## config.mk

```make
export PLATFORM = sky130hd
export DESIGN_NAME = mem_stage
export DESIGN_NICKNAME = d
export VERILOG_FILES = /design/src/rtl/mem_stage_pkg.sv /design/src/rtl/stage_reg.sv /design/src/rtl/mem_stage.sv
export SDC_FILE = /design/constraint.sdc
export NUM_CORES = 1
export LEC_CHECK = 0
export ABC_AREA = 1
export CAP_MARGIN = 20
export CORE_MARGIN = 5
export CORE_UTILIZATION = 45
export CTS_CLUSTER_SIZE = 28
export DETAILED_ROUTE_END_ITERATION = 8
export PLACE_DENSITY = 0.83
export SLEW_MARGIN = 20
export SYNTH_ARGS = -nofsm -noshare
export SYNTH_HDL_FRONTEND = slang
export SYNTH_SLANG_ARGS = --single-unit
```

## constraint.sdc

```tcl
create_clock -name clk -period 2.75 [get_ports clk]
set_input_delay 0.6875 -clock clk [delete_from_list [all_inputs] [get_ports clk]]
set_output_delay 0.6875 -clock clk [all_outputs]
set_load 0.005 [all_outputs]
```

## src/rtl/mem_stage_pkg.sv

```systemverilog
// Shared types and defaults for the memory stage: FSM encoding and control bundle.
package mem_stage_pkg;

    localparam int DEFAULT_DATA_W = 32;
    localparam int DEFAULT_REG_W  = 5;

    // Memory-access FSM: IDLE = nothing outstanding, WAIT = request in flight.
    typedef enum logic {
        IDLE = 1'b0,
        WAIT = 1'b1
    } state_t;

    // Control bits carried from decode through EX/MEM.
    typedef struct packed {
        logic mem_read;
        logic mem_write;
        logic reg_write;
        logic mem_to_reg;
    } ctrl_t;

    localparam int CTRL_W = $bits(ctrl_t);

endpackage

```

## src/rtl/stage_reg.sv

```systemverilog
// Width-parameterized pipeline register with load enable and async active-low clear.
module stage_reg #(
    parameter int W = 8
) (
    input  logic         clk,
    input  logic         rst,
    input  logic         en,
    input  logic [W-1:0] d,
    output logic [W-1:0] q
);

    // Load on enable, otherwise hold; clear to zero on reset.
    always_ff @(posedge clk or negedge rst) begin
        // NOTE: clocked state always uses <= so every register samples pre-edge values.
        if (!rst) begin
            q <= '0;
        end else if (en) begin
            q <= d;
        end
    end

endmodule

```

## src/rtl/mem_stage.sv

```systemverilog
// Memory stage: EX/MEM register, data-memory handshake FSM with pipeline stall,
// and MEM/WB register. Both pipeline registers double as forwarding sources.
module mem_stage
    import mem_stage_pkg::*;
#(
    parameter int DATA_W = DEFAULT_DATA_W,
    parameter int REG_W  = DEFAULT_REG_W
) (
    input  logic              clk,
    input  logic              rst,
    // execute-stage results
    input  logic              ex_valid,
    input  logic [DATA_W-1:0] ALUOut,
    input  logic [DATA_W-1:0] MemWriteData,
    input  logic [REG_W-1:0]  RegDest,
    input  logic              MemRead,
    input  logic              MemWrite,
    input  logic              RegWrite,
    input  logic              MemToReg,
    output logic              stall,
    // data-memory handshake
    output logic              dmem_req,
    output logic              dmem_we,
    output logic [DATA_W-1:0] dmem_addr,
    output logic [DATA_W-1:0] dmem_wdata,
    input  logic [DATA_W-1:0] dmem_rdata,
    input  logic              dmem_ack,
    // EX/MEM forwarding source
    output logic [DATA_W-1:0] preData,
    output logic [REG_W-1:0]  preRegDest,
    output logic              preRegWrite,
    // MEM/WB forwarding source and write-back
    output logic [DATA_W-1:0] WBData,
    output logic [REG_W-1:0]  WBRegDest,
    output logic              WBRegWrite
);

    localparam int EXM_W = 1 + CTRL_W + 2 * DATA_W + REG_W;
    localparam int MWB_W = DATA_W + REG_W + 1;

    state_t state, state_next;

    logic              advance;
    ctrl_t             ex_ctrl;
    logic              ex_mem_op;

    logic [EXM_W-1:0]  exm_d, exm_q;
    logic              exm_valid;
    ctrl_t             exm_ctrl;
    logic [DATA_W-1:0] exm_alu;
    logic [DATA_W-1:0] exm_wdata;
    logic [REG_W-1:0]  exm_dest;
    logic              exm_mem_op;

    logic [MWB_W-1:0]  mwb_d, mwb_q;
    logic [DATA_W-1:0] wb_data_d;

    // The pipeline moves whenever no access is outstanding or the access completes now.
    assign stall   = (state == WAIT) && !dmem_ack;
    assign advance = !stall;

    assign ex_ctrl = '{
        mem_read:   MemRead,
        mem_write:  MemWrite,
        reg_write:  RegWrite,
        mem_to_reg: MemToReg
    };
    assign ex_mem_op = ex_valid && (MemRead || MemWrite);

    // ---------------- EX/MEM register ----------------
    assign exm_d = {ex_valid, ex_ctrl, ALUOut, MemWriteData, RegDest};

    stage_reg #(.W(EXM_W)) u_ex_mem (
        .clk (clk),
        .rst (rst),
        .en  (advance),
        .d   (exm_d),
        .q   (exm_q)
    );

    assign {exm_valid, exm_ctrl, exm_alu, exm_wdata, exm_dest} = exm_q;
    assign exm_mem_op = exm_valid && (exm_ctrl.mem_read || exm_ctrl.mem_write);

    // ---------------- access FSM ----------------
    // State register for the memory-access FSM.
    always_ff @(posedge clk or negedge rst) begin
        if (!rst) begin
            state <= IDLE;
        end else begin
            state <= state_next;
        end
    end

    // Next state: whenever EX/MEM loads, the new occupant decides whether a request is pending.
    always_comb begin
        // NOTE: default assignment first so no path leaves state_next unassigned (no latch).
        state_next = state;
        if (advance) begin
            state_next = ex_mem_op ? WAIT : IDLE;
        end
    end

    // Request fields come straight from EX/MEM, so they hold steady while stalled.
    // A combined read+write is issued as a store.
    assign dmem_req   = (state == WAIT);
    assign dmem_we    = exm_mem_op && exm_ctrl.mem_write;
    assign dmem_addr  = exm_alu;
    assign dmem_wdata = exm_wdata;

    assign preData     = exm_alu;
    assign preRegDest  = exm_dest;
    assign preRegWrite = exm_valid && exm_ctrl.reg_write;

    // ---------------- MEM/WB register ----------------
    assign wb_data_d = exm_ctrl.mem_to_reg ? dmem_rdata : exm_alu;
    assign mwb_d     = {wb_data_d, exm_dest, preRegWrite};

    stage_reg #(.W(MWB_W)) u_mem_wb (
        .clk (clk),
        .rst (rst),
        .en  (advance),
        .d   (mwb_d),
        .q   (mwb_q)
    );

    assign {WBData, WBRegDest, WBRegWrite} = mwb_q;

endmodule

```

==> run_results.csv <==
group,metric,value,unit
clocking,cts_hold_buf,0,
global_route,grt_max_degree,80,
route,drt-initial-drc-count,271,
placed_design,dpl.cell_count,954,
floorplan,num_io_pins,252,
finish,fin_cells,970,
global_route,grt.total_usage,0.194,
job,maxCapViolCount,0,
clocking,cts.sinks,112,
finish,diodes,0,
synthesis,synthTopCellsByArea,"dfrtp_1 (52%), nand2_1 (21%), buf_4 (14%)",
finish,nFillCells,1005,
setup_path,cp.required,2060,ps
global_route,grt_pass1_vias,4356,
clocking,numCtsBuffers,9,
power_and_ir_drop,power.leakage,3.81,nW
synthesis,seq_area_frac_synth,0.515,
power_and_ir_drop,power,4.39,mW
sta,maxSlewViolCount,0,
floorplan,core,11900,um^2
synthesis,async_flop_share,1.00,
route,avgRoutedWirePerCell,14.4,um
floorplan,fp.dieW,120,um
clocking,clk_pin_slew_worst_paths,80,ps
power_and_ir_drop,peakVddDrop,0.387,mV
synthesis,yosys_warnings,0,
route,ant_nets,0,
global_route,grt_overflow_total,0,
floorplan,start_util,0.457,
global_route,antenna_found_initial,0,
setup_path,cp-end-kind,"primary output",
placed_design,gp_congestion,0.784,
route,vias,4413,
synthesis,synth_top_area_cell,"dfrtp_1",
floorplan,fp.dieArea,14400,um^2
clocking,cts_tree,"built",
setup_path,reg2reg_depth,5,
synthesis,synth_area,5440,um^2
setup_path,slowest_delay,500,ps
min_path,hold_class,"in2async",
sta,finalHoldViolCount,0,
synthesis,post-synth-top-count-cell,"nand2_1",
setup_path,start_kind,"input pin",
setup_path,cp_slowest_cell,"clkdlybuf4s50_1",
synthesis,synth_cell_types,13,
sta,rsz0062_at_grt,"no",
synthesis,ys_top_cells_by_count,"nand2_1 (300), dfrtp_1 (112), buf_4 (104)",
setup_path,cpMostUsedCell,"clkdlybuf4s50_1",
sta,relSlewSlack,0.453,
route,drt_pre_antenna_iters,4,
finish,drive_gt1_frac,0.0340,
synthesis,synth_ff_type,"dfrtp_1",
floorplan,rows,40,
placed_design,port_buffers,251,
sta,setup_violations,0,
run_status,outcome,"completed",
synthesis,synth-seq-cells,112,
sta,finalSetupTns,0,ps
setup_path,worstPathArrival,1820,ps
sta,fin_crit,2510,ps
setup_path,r2r-end,"u_ex_mem.q[0]",
synthesis,syn_nets,790,
sta,worstMarginPinSlew,820,ps
sta,fmax,399,MHz
clocking,htreeDepth,3,
clocking,cts_setup_buffers,0,
floorplan,die_h,120,um
clocking,clkLatencyLatePin,350,ps
finish,final_nets,927,
route,drc,0,
clocking,clk_path_buf_depth,2,
sta,fin_crit_sh,0.911,
synthesis,yosysTopAreaCellShare,0.515,
route,drt-vias-per-instance,4.55,
setup_path,path_cells,"clkdlybuf4s50_1 -> nor2_4 -> clkdlybuf4s50_1",
power_and_ir_drop,powerDensity,577,nW/um^2
synthesis,synth_area_per_cell,7.99,um^2
synthesis,synthCells,681,
setup_path,critPathKind,"in2out",
clocking,ctsResizeCount,0,
placed_design,dp_hpwl,10000,um
setup_path,timing.rr.start,"dmem_req",
finish,area_growth,39.9,%
setup_path,reg2reg_setup_slack,1170,ps
route,drt_wl_total,14000,um
setup_path,critPathMaxFanout,2,
finish,fin_util,0.639,
synthesis,synth_edf_count,0,
clocking,cts-root-buf,"clkbuf_16",
sta,finClkSkew,6.77,ps
global_route,grt_pass1_wl,22300,um
## registers in the layout, summed over array words and instances (netlist names)
register / flops
dmem_req: 1
u_ex_mem.q: 73
u_mem_wb.q: 38
## layout by cell type (no fill, tap or decap)
master	netlist	routed
inv_2	3	3
buf_12	0	3
buf_4	104	4
nor2_4	0	1
dfrtp_1	112	112
nand2_1	300	300
clkinv_4	0	1
nand3_1	32	32
o21ai_1	1	1
inv_6	0	3
o21ai_0	34	34
clkinvlp_4	0	2
clkdlybuf4s50_1	0	250
inv_1	66	66
nand2_4	0	1
inv_8	0	1
clkbuf_16	0	9
## logic make-up (layout without fill, tap and decap cells)
kind of cell | count (synthesis) | in the layout | synth area share
simple gates | 334 | 334 | 0.239
buf+inv | 200 | 342 | 0.214
flops | 112 | 112 | 0.515
compound gates | 35 | 35 | 0.0322
## layer usage
metal  part of all wire  up-vias  global-route usage  wire length, um
li1                   -     2195                   -                -
met1               0.40     2047               0.222             5610
met2               0.52      150               0.345             7190
met3              0.062       21              0.0575              872
met4              0.021        0              0.0687              291
met5                  0        -                   0                0
## report_power, final
part / switching [mW] / leakage [nW] / internal [mW]
Clock: 0.644 / 0.135 / 0.633
Combinational: 0.454 / 2.33 / 0.676
Sequential: 0.131 / 1.34 / 1.85
Total: 1.23 / 3.81 / 3.16
## critical path: cells and delay by family
family,cells,cell delay [ps]
AND/OR/NAND/NOR,1,140
buffers and inverters,2,990
## through the flow
stage               hold slack [ps]  cell area (um^2)  worst slack (ps)
floorplan                       392              5440               997
global placement                453              7320               243
detailed placement              457              7320               246
CTS                             331              7610               237
global route                    365              7610               214
finish                          318              7610               244
## how the worst max path moves through the flow
stage               startpoint    end  slack (ps)
floorplan             dmem_ack  stall        1000
global placement      dmem_ack  stall         240
detailed placement    dmem_ack  stall         250
CTS                   dmem_ack  stall         240
global route          dmem_ack  stall         210
finish                dmem_ack  stall         240
## final cells by class
| class | count | area [um^2] | area share |
|---|---|---|---|
| Clock inverter | 7 | 61.3 | 0.00806 |
| Sequential cell | 112 | 2800 | 0.368 |
| Timing Repair Buffer | 257 | 2590 | 0.341 |
| Multi-Input combinational cell | 369 | 1480 | 0.195 |
| Tap cell | 147 | 184 | 0.0242 |
| Inverter | 69 | 259 | 0.0340 |
| Clock buffer | 9 | 225 | 0.0296 |
No activity file was read; power rests on OpenSTA's default activity.
